## config.mk

```make
export PLATFORM = sky130hd
export DESIGN_NAME = reg_copy_engine
export DESIGN_NICKNAME = d
export VERILOG_FILES = /design/src/rtl/reg_copy_engine.sv
export SDC_FILE = /design/constraint.sdc
export NUM_CORES = 1
export LEC_CHECK = 0
export CORE_ASPECT_RATIO = 0.8
export CORE_UTILIZATION = 45
export DETAILED_ROUTE_END_ITERATION = 12
export PLACE_DENSITY = 0.85
export SETUP_SLACK_MARGIN = 0.3
export SYNTH_ARGS = -nofsm -noshare
export SYNTH_HDL_FRONTEND = slang
export SYNTH_SLANG_ARGS = --single-unit
```

## constraint.sdc

```tcl
create_clock -name clk -period 2.4 [get_ports clk]
set_input_delay 0.48 -clock clk [delete_from_list [all_inputs] [get_ports clk]]
set_output_delay 0.48 -clock clk [all_outputs]
set_load 0.01 [all_outputs]
```

## src/rtl/reg_copy_engine.sv

```systemverilog
// reg_copy_engine
//
// Copies a contiguous, wrap-around range of registers inside a register file
// from index src to index dst, one word per clock. The copy has memmove
// semantics: when the destination range starts inside the source range
// (dst ahead of src), the beats run from the top of the range downwards so
// that no source word is overwritten before it is read.
//
// Ports
//   clk, reset       : single clock; synchronous active-high reset
//   start            : copy request, sampled only while idle
//   src, dst         : first source / destination register index
//   len              : number of words (0..2^N legal; larger is rejected)
//   busy             : high during the copy beats
//   done             : one-cycle completion pulse
//   err              : pulses with done when the request was rejected
//   addr1 / rd1      : register-file read port 1 (combinational read)
//   addr3 / wd3 / we3: register-file write port 3
module reg_copy_engine #(
    parameter int N = 2,
    parameter int M = 4
) (
    input  logic         clk,
    input  logic         reset,
    input  logic         start,
    input  logic [N-1:0] src,
    input  logic [N-1:0] dst,
    input  logic [N:0]   len,
    output logic         busy,
    output logic         done,
    output logic         err,
    output logic [N-1:0] addr1,
    input  logic [M-1:0] rd1,
    output logic [N-1:0] addr3,
    output logic [M-1:0] wd3,
    output logic         we3
);

    typedef enum logic [1:0] {
        IDLE = 2'd0,
        COPY = 2'd1,
        DONE = 2'd2
    } state_t;

    localparam logic [N:0] FULL = (N+1)'(1) << N;
    localparam logic [N:0] ONE  = (N+1)'(1);

    state_t       state, state_nxt;
    logic [N-1:0] src_q, dst_q, idx_q;
    logic [N:0]   cnt_q;
    logic         back_q, err_q;

    // Request decode, only meaningful while idle.
    logic [N-1:0] diff;
    logic [N:0]   len_m1;
    logic         reject, noop, backward;

    assign diff     = dst - src;
    assign len_m1   = len - ONE;
    assign reject   = (len > FULL);
    assign noop     = (len == '0) || (diff == '0);
    // Destination starts inside the source range: walk the range top-down.
    assign backward = ({1'b0, diff} < len);

    // NOTE: clocked state uses non-blocking assignments so every register
    // samples pre-edge values regardless of statement order.
    always_ff @(posedge clk) begin
        if (reset) state <= IDLE;
        else       state <= state_nxt;
    end

    // NOTE: every variable driven here gets a default first, so no path
    // through the case can leave it unassigned and infer a latch.
    always_comb begin
        state_nxt = state;
        case (state)
            IDLE: begin
                if (start) state_nxt = (reject || noop) ? DONE : COPY;
            end
            COPY: begin
                if (cnt_q == ONE) state_nxt = DONE;
            end
            DONE:    state_nxt = IDLE;
            default: state_nxt = IDLE;
        endcase
    end

    always_ff @(posedge clk) begin
        if (reset) begin
            src_q  <= '0;
            dst_q  <= '0;
            idx_q  <= '0;
            cnt_q  <= '0;
            back_q <= 1'b0;
            err_q  <= 1'b0;
        end else begin
            case (state)
                IDLE: begin
                    if (start) begin
                        src_q  <= src;
                        dst_q  <= dst;
                        cnt_q  <= len;
                        back_q <= backward;
                        err_q  <= reject;
                        idx_q  <= backward ? len_m1[N-1:0] : '0;
                    end
                end
                COPY: begin
                    cnt_q <= cnt_q - ONE;
                    idx_q <= back_q ? idx_q - 1'b1 : idx_q + 1'b1;
                end
                default: ;
            endcase
        end
    end

    assign busy  = (state == COPY);
    assign done  = (state == DONE);
    assign err   = done && err_q;
    assign addr1 = src_q + idx_q;
    assign addr3 = dst_q + idx_q;
    assign wd3   = rd1;
    // Register 0 is hardwired zero, so beats aimed at it still count but
    // never write; nothing is written on an edge where reset is asserted.
    assign we3   = busy && (addr3 != '0) && !reset;

endmodule

```

# Word level (Yosys, flattened, before mapping)

Index checks and enable logic that the tools add are counted.

Flip-flop bits (word level): 13
Input bits: 14
Output and inout port bits: 12

Equal/unequal tests: 5
Multiplexer cells: 10
$lt $le $gt $ge: 2
Reduce and logical (&&, ||, !) cells: 14
$add $sub $neg: 7

Operators with widths:

| cell                  | count |
|---|---|
| $mux W2               | 6 |
| $pmux W2 S2           | 2 |
| $pmux W3 S2           | 1 |
| $reduce_and A2 Y1     | 3 |
| $add A2 B2 Y2         | 2 |
| $logic_not A2 Y1      | 2 |
| $reduce_bool A2 Y1    | 2 |
| $sub A2 B1 Y2 const B | 2 |
| $eq A3 B1 Y1 const B  | 1 |
| $gt A3 B3 Y1 const B  | 1 |
| $logic_and A1 B1 Y1   | 3 |
| $logic_not A3 Y1      | 1 |
| $lt A2 B3 Y1          | 1 |
| $mux W3               | 1 |
| $sub A3 B1 Y3 const B | 1 |
| $add A2 B1 Y2 const B | 1 |
| $eq A2 B1 Y1 const B  | 1 |
| $eq A2 B2 Y1 const B  | 1 |
| $logic_or A1 B1 Y1    | 2 |
| $ne A2 B1 Y1 const B  | 1 |
| $ne A2 B2 Y1 const B  | 1 |
| $sub A2 B2 Y2         | 1 |
| $logic_not A1 Y1      | 1 |

# Longest topological paths before layout

Gate-level depths: netlist (run 1).

Depth in word-level cells: 7
Mapped depth: 8
Mapped depth without buffers: 8

# Worst setup path before layout (run 1)

Ideal clock, no wire load.

Kind: input -> register
Start: in dst[1]
End: reg idx_q[1]
Data required time: 2.275 ns
Stages: 6
Arrival: 1.760 ns
Library setup time: 0.125 ns
Path buffers: 0
Setup slack: 0.515 ns
Cells stage by stage: xor3_1 -> ha_1 -> a21boi_0 -> o21bai_1 -> a221oi_1 -> nor3_1

Longest elaborated chain between the ends: 5

Ends and longest elaborated chain:

| element                | line | RTL |
|---|---|---|
| start: declaration     | 27   | `input logic [N-1:0] dst,` |
| $sub A2 B2 Y2          | 58   | `assign diff = dst - src;` |
| $lt A2 B3 Y1           | 63   | `assign backward = ({1'b0, diff} < len);` |
| $mux W2                | 105  | `idx_q <= backward ? len_m1[N-1:0] : '0;` |
| $mux W2                | 99   | `if (start) begin` |
| $pmux W2 S2            | 97   | `case (state)` |
| end signal: assignment | 105  |  |
| end signal: assignment | 110  | `idx_q <= back_q ? idx_q - 1'b1 : idx_q + 1'b1;` |
| end: declaration       | 49   | `logic [N-1:0] src_q, dst_q, idx_q;` |

Every way passes these cells. The select of a mux whose other input is x is not followed.
A chain may end at the register's enable or synchronous reset.

# Final worst setup path (run 1)

Start: in src[1]
End: reg idx_q[1]

Longest elaborated chain between the ends: 5

Ends and longest elaborated chain:

| element            | line | RTL |
|---|---|---|
| start: declaration | 26   | `input logic [N-1:0] src,` |
| $sub A2 B2 Y2      | 58   |  |
| $lt A2 B3 Y1       | 63   |  |
| $mux W2            | 105  |  |
| $mux W2            | 99   |  |
| $pmux W2 S2        | 97   |  |

Every way passes these cells. The select of a mux whose other input is x is not followed.

==> results of run 1 <==
[power by group through the flow]
stage               sequential, mW  clock (mW)  combinational (mW)
floorplan                    0.261           0               0.146
global placement             0.263           0               0.222
detailed placement           0.265           0               0.228
CTS                          0.260       0.146               0.230
global route                 0.264       0.156               0.265
finish                       0.261       0.141               0.240
[timing repair]
action	4_1_cts	5_1_grt
pin swaps	5	5
gates resized for setup	11	9
setup endpoints to repair	5	7
cloned	0	0
hold buffers	0	0
buffers inserted	1	0
[worst min-delay path: stages (launching register included)]
cell,delay (ns)
dfxtp_1,0.31
nand2_1,0.05
a21oi_1,0.05
[through the flow]
step	power, mW	utilization [%]	instances
after CTS	0.6363	63.05	137
final	0.6427	64.25	137
after global routing	0.6852	64.25	137
after floorplan	0.4070	-	94
after detailed placement	0.4930	60.63	132
after global placement	0.4847	60.63	132
[cells in the mapped netlist (all sizes together)]
cell	n	area, sq um
a211oi	1	7.510
nand2b	1	6.260
nor2	11	51.30
and2b	1	7.510
a2bb2oi	1	8.760
clkbuf	1	3.750
nand3	1	5.000
buf	5	41.29
xor3	1	23.77
a221oi	2	23.77
o22ai	2	12.51
nor2b	2	12.51
dfxtp	13	260.3
and2	1	6.260
ha	7	87.58
nor3	3	15.01
inv	7	26.28
or3b	1	8.760
a21oi	7	35.03
a21boi	1	7.510
nand3b	2	15.01
xnor2	7	61.31
a2111oi	1	15.01
nand2	12	45.04
nor3b	1	12.51
o21bai	1	7.510
o21ai	1	8.760
[metal layers]
metal	global-route usage [%]	vias up
li1	-	359
met1	24.66	334
met2	35.14	22
met3	5.682	3
met4	9.286	0
met5	0	-
[layout make-up]
type,count,area (sq um)
clock buffer,4,26.28
fill,146,593.1
inverter,7,26.28
multi-input combinational,68,513.0
sequential,13,261.5
tap,22,27.53
timing repair buffer,23,211.5
[cell usage in the layout (no fill, tap or decap), drive strengths merged, types with 2 or more instances in the layout]
cell           instances
nor2b                  2
clkdlybuf4s50         10
dlymetal6s2s           2
a21oi                  7
o22ai                  2
ha                     7
dfxtp                 13
nand2                 12
nand3b                 2
nor3                   3
clkbuf                 5
buf                    6
xnor2                  7
inv                    7
nor2                  11
dlygate4sd2            3
a221oi                 2
[registers in the layout, summed over array words and instances (netlist names)]
register,flops
cnt_q,3
dst_q,2
idx_q,2
src_q,2
state,2
back_q,1
err_q,1
[path summary, 6_finish.rpt]
path / start / end / slack, ns
hold reg to reg: err_q$_SDFFE_PP0P_ / err_q$_SDFFE_PP0P_ / 0.45
setup reg to reg: state[0]$_SDFFE_PP0P_ / state[0]$_SDFFE_PP0P_ / 1.08
hold / removal: err_q$_SDFFE_PP0P_ / err_q$_SDFFE_PP0P_ / 0.45
setup / recovery: src[1] / idx_q[1]$_SDFFE_PP0P_ / 0.36
[cell families after synthesis]
logic type / count (synthesis) / synth area share, %
AO/OA/AOI/OAI: 17 / 15.49
XOR/XNOR: 8 / 10.43
flip-flops: 13 / 31.90
buffers and inverters: 13 / 8.743
AND/OR/NAND/NOR: 36 / 22.70
adder cells (fa/ha/maj): 7 / 10.74
==> impl_metrics.ini, run 1 <==
[floorplan]
fp.dieW_um = 49.61
die-area_sq_um = 1988
start_util_pct = 49.17
dieHeight_um = 40.08
std_cell_rows = 13
ios = 26
core_region_area_sq_um = 1659

[drt]
drc = 0
routed.top_layer = met4
dr_total_vias = 718
route.met3.wl_um = 85
first_pass_iters = 4
vias_per_cell = 5.241
wl_um = 1848
initialDrtViolationCount = 13
wl_per_cell_um = 13.49
drt-met1-wl_um = 881
dr_wl_met2_um = 861
ant_nets = 0

[synth]
syn_area_per_cell_sq_um = 8.679
synth_seq_area_share_pct = 31.90
ys_types = 31
synthCells = 94
synthesis.area_sq_um = 815.8
ys_warn_count = 0
synth_fp_nets = 115
ys_ff_latch = 13

[clock_tree]
clock_latency_ns = 0.29
cts_tree = yes
numCtsBuffers = 3
clockRootBuffer = clkbuf_4
clockBufferDepth = 2
cts.htree.levels = 1
clk_pin_slew_ns = 0.08
cts_sinks = 13

[sta]
whs_ns = 0.4492
fin_setup_tns_ns = 0
setup_violations = 0
period_minus_slack_ns = 2.045
maxSlewHeadroom_pct = 83.24
slew_viol_final = 0
fmax_ghz = 0.4891
hold_viol_final = 0
finClkSkew_ns = 0.004067
finalCritPeriodShare_pct = 85.19
tightest_slew_ns = 0.2510
rsz0062_at_grt = yes
final.setup.worst_slack_ns = 0.3555

[grt]
grt_use_total_pct = 20.46
grt_overflow_total = 0
antenna_found_initial = 0
grt_max_degree = 14
grt_pass1_wl_um = 2918
grt_pass1_vias = 674

[cells_and_area]
nets = 137
final_area_sq_um = 1066
drive_gt1_share_pct = 20.87
antennaDiodeCount = 0
syn_to_final_growth_pct = 30.67

[critical_path]
r2r_cells = 4
crit_required_ns = 2.58
cp.depth = 7
startpoint_type = input port
arrival_ns = 2.23
worst-setup-path-type = input port to flip-flop
end_kind = flip-flop
crit_chain = clkdlybuf4s50_1, xor3_1, ha_1, a21boi_2, o21bai_2, a221oi_2, nor3_1
crit_fanout = 3
max_stage_delay_ns = 0.51
crit_family = compound AO/OA/AOI/OAI gates
slowest_stage = clkdlybuf4s50_1
path_buf_inv = 1

[power_and_ir_drop]
ir_drop_uv = 354.6
power_frac_seq_pct = 40.7
switching_share_pct = 33.41
combPwrFrac_pct = 37.4
p_int_mw = 0.4280
power_switching_mw = 0.2147
power_density_nw_per_um2 = 602.9
p_clk_share_pct = 21.9
p_leak_nw = 0.4749

[run]
cap_violations = 0

[hold_path]
whs_path_depth = 2
hold_class = flip-flop to flip-flop

[place]
gp_congestion = 0.8181
dpl.hpwl_um = 1322
portBuffers = 17
dp_slack_ns = -0.07210
placed_area_sq_um = 1006

[outcome]
outcome = finished clean
(Power assumes the default switching activity.)
==> inputs of run 2 (changes only) <==
--- a/config.mk
+++ b/config.mk
@@ -5,6 +5,7 @@
 export SDC_FILE = /design/constraint.sdc
 export NUM_CORES = 1
 export LEC_CHECK = 0
+export CAP_MARGIN = 30
 export CORE_ASPECT_RATIO = 0.8
 export CORE_UTILIZATION = 45
 export DETAILED_ROUTE_END_ITERATION = 12
==> results of run 2 <==
Same layout as run 1: the final DEF is identical, and so are final timing and power.
==> inputs of run 3 (changes only) <==
--- a/config.mk
+++ b/config.mk
@@ -9,7 +9,7 @@
 export CORE_ASPECT_RATIO = 0.8
 export CORE_UTILIZATION = 45
 export DETAILED_ROUTE_END_ITERATION = 12
-export PLACE_DENSITY = 0.85
+export PLACE_DENSITY = 0.78
 export SETUP_SLACK_MARGIN = 0.3
 export SYNTH_ARGS = -nofsm -noshare
 export SYNTH_HDL_FRONTEND = slang
==> run 3 against run 2 <==
  * Wire length shrank 4.1%
  * Setup slack improved by 0.045 ns
  * Cell count is 1.5% lower
  * Via count is 4.2% lower
  * Combinational power fell by 5%
  * Largest cell class unchanged
  * Critical path type is now flip-flop to output pin
==> impl_metrics.ini, run 3 (synthesized netlist as in run 1, its figures left out) <==
[outcome]
outcome = finished clean

[sta]
maxSlewHeadroom_pct = 83.80
rsz0062_at_grt = yes
fmax_ghz = 0.5002
finalCritPeriodShare_pct = 83.29
slew_viol_final = 0
hold_viol_final = 0
period_minus_slack_ns = 1.999
final.setup.worst_slack_ns = 0.4009
tightest_slew_ns = 0.2426
setup_violations = 0
finClkSkew_ns = 0.0007361

[place]
dpl.hpwl_um = 1293
gp_congestion = 0.7817
portBuffers = 17
dp_slack_ns = -0.08657
dp_cells = 131
placed_area_sq_um = 998.5

[floorplan]
core_region_area_sq_um = 1659
dieHeight_um = 40.08
fp.dieW_um = 49.61
die-area_sq_um = 1988
start_util_pct = 49.17
std_cell_rows = 13
ios = 26

[cells_and_area]
final_area_sq_um = 1054
top_register = cnt_q
largest_register_ffs = 3
syn_to_final_growth_pct = 29.14
stdcell_count = 135
layout_common_cells = nand2_1, dfxtp_1, nor2_1, clkdlybuf4s50_1
antennaDiodeCount = 0
multiInputGateArea_sq_um = 513.0
n_fill_cell = 146
final_common_cell = nand2_1
nets = 135
drive_gt1_share_pct = 20.35
ff_latch_area_sq_um = 262.8

[critical_path]
arrival_ns = 1.52
startpoint_type = flip-flop
crit_fanout = 5
end_kind = output pin
worst-setup-path-type = flip-flop to output pin
crit_required_ns = 1.92

[power_and_ir_drop]
p_leak_nw = 0.4808
power_density_nw_per_um2 = 598.2
ir_drop_uv = 435.6

[drt]
first_pass_iters = 4
ant_nets = 0
wl_um = 1772
wl_per_cell_um = 13.13
dr_total_vias = 688
vias_per_cell = 5.096
initialDrtViolationCount = 9
drc = 0

[grt]
grt_overflow_total = 0
grt_pass1_vias = 668
grt_pass1_wl_um = 2946
grt_max_degree = 14
antenna_found_initial = 0
grt_use_total_pct = 20.90

[clock_tree]
cts_tree = yes
cts.htree.levels = 1
clock_latency_ns = 0.28
post-cts-setup-buffer-count = 0
numCtsBuffers = 3
hold_buffers = 0
clockRootBuffer = clkbuf_4
cts_sinks = 13
clockBufferDepth = 2
clk_pin_slew_ns = 0.08

[run]
cap_violations = 0

[hold_path]
hold_class = flip-flop to flip-flop
[run 3: per-stage QoR]
step / setup TNS, ns / utilization [%] / power (mW) / hold WS [ns]
after floorplan: 0 / - / 0.4070 / 0.4273
after global placement: -0.009376 / 60.18 / 0.4831 / 0.4398
after detailed placement: -0.09308 / 60.18 / 0.4879 / 0.4521
after CTS: 0 / 62.75 / 0.6318 / 0.4663
after global routing: 0 / 63.50 / 0.6726 / 0.4871
final: 0 / 63.50 / 0.6302 / 0.4625
[run 3: cell type report]
| cell class | instances | area share, % |
|---|---|---|
| multi-input cells | 68 | 48.69 |
| well taps | 22 | 2.613 |
| repair buffers | 21 | 18.76 |
| flip-flops and latches | 13 | 24.94 |
| inverters | 7 | 2.494 |
| clock buffers | 4 | 2.494 |
[run 3: worst paths after layout]
check | from | endpoint | slack (ns) | cells past startpoint
worst max-delay path | state[1]$_SDFFE_PP0P_ | err | 0.40 | 3
worst min-delay path | err_q$_SDFFE_PP0P_ | err_q$_SDFFE_PP0P_ | 0.46 | 2
worst max register to register | state[0]$_SDFFE_PP0P_ | idx_q[0]$_SDFFE_PP0P_ | 1.00 | 5
worst min register to register | err_q$_SDFFE_PP0P_ | err_q$_SDFFE_PP0P_ | 0.46 | 2
[run 3: report_power, final]
part	switching (mW)	internal [mW]	leakage [nW]
clock	0.0762	0.0647	0.0150
combinational	0.109	0.117	0.358
sequential	0.0235	0.239	0.108
total	0.209	0.421	0.481
[run 3: layer usage]
layer | track usage (%) | routed length (um) | up-vias
li1 | - | - | 353
met1 | 22.65 | 806 | 311
met2 | 39.19 | 825 | 19
met3 | 6.061 | 111 | 5
met4 | 10.00 | 29 | 0
met5 | 0 | 0 | -
[run 3: timing repair]
action                                  CTS  global route
pin swaps                                 5             3
gates resized for setup                  12             9
endpoints found under the setup margin    6             5
[run 3: critical path: stages, from the launching register on]
cell             delay, ns
dfxtp_1               0.40
nor2b_1               0.18
and2_1                0.13
clkdlybuf4s50_1       0.53
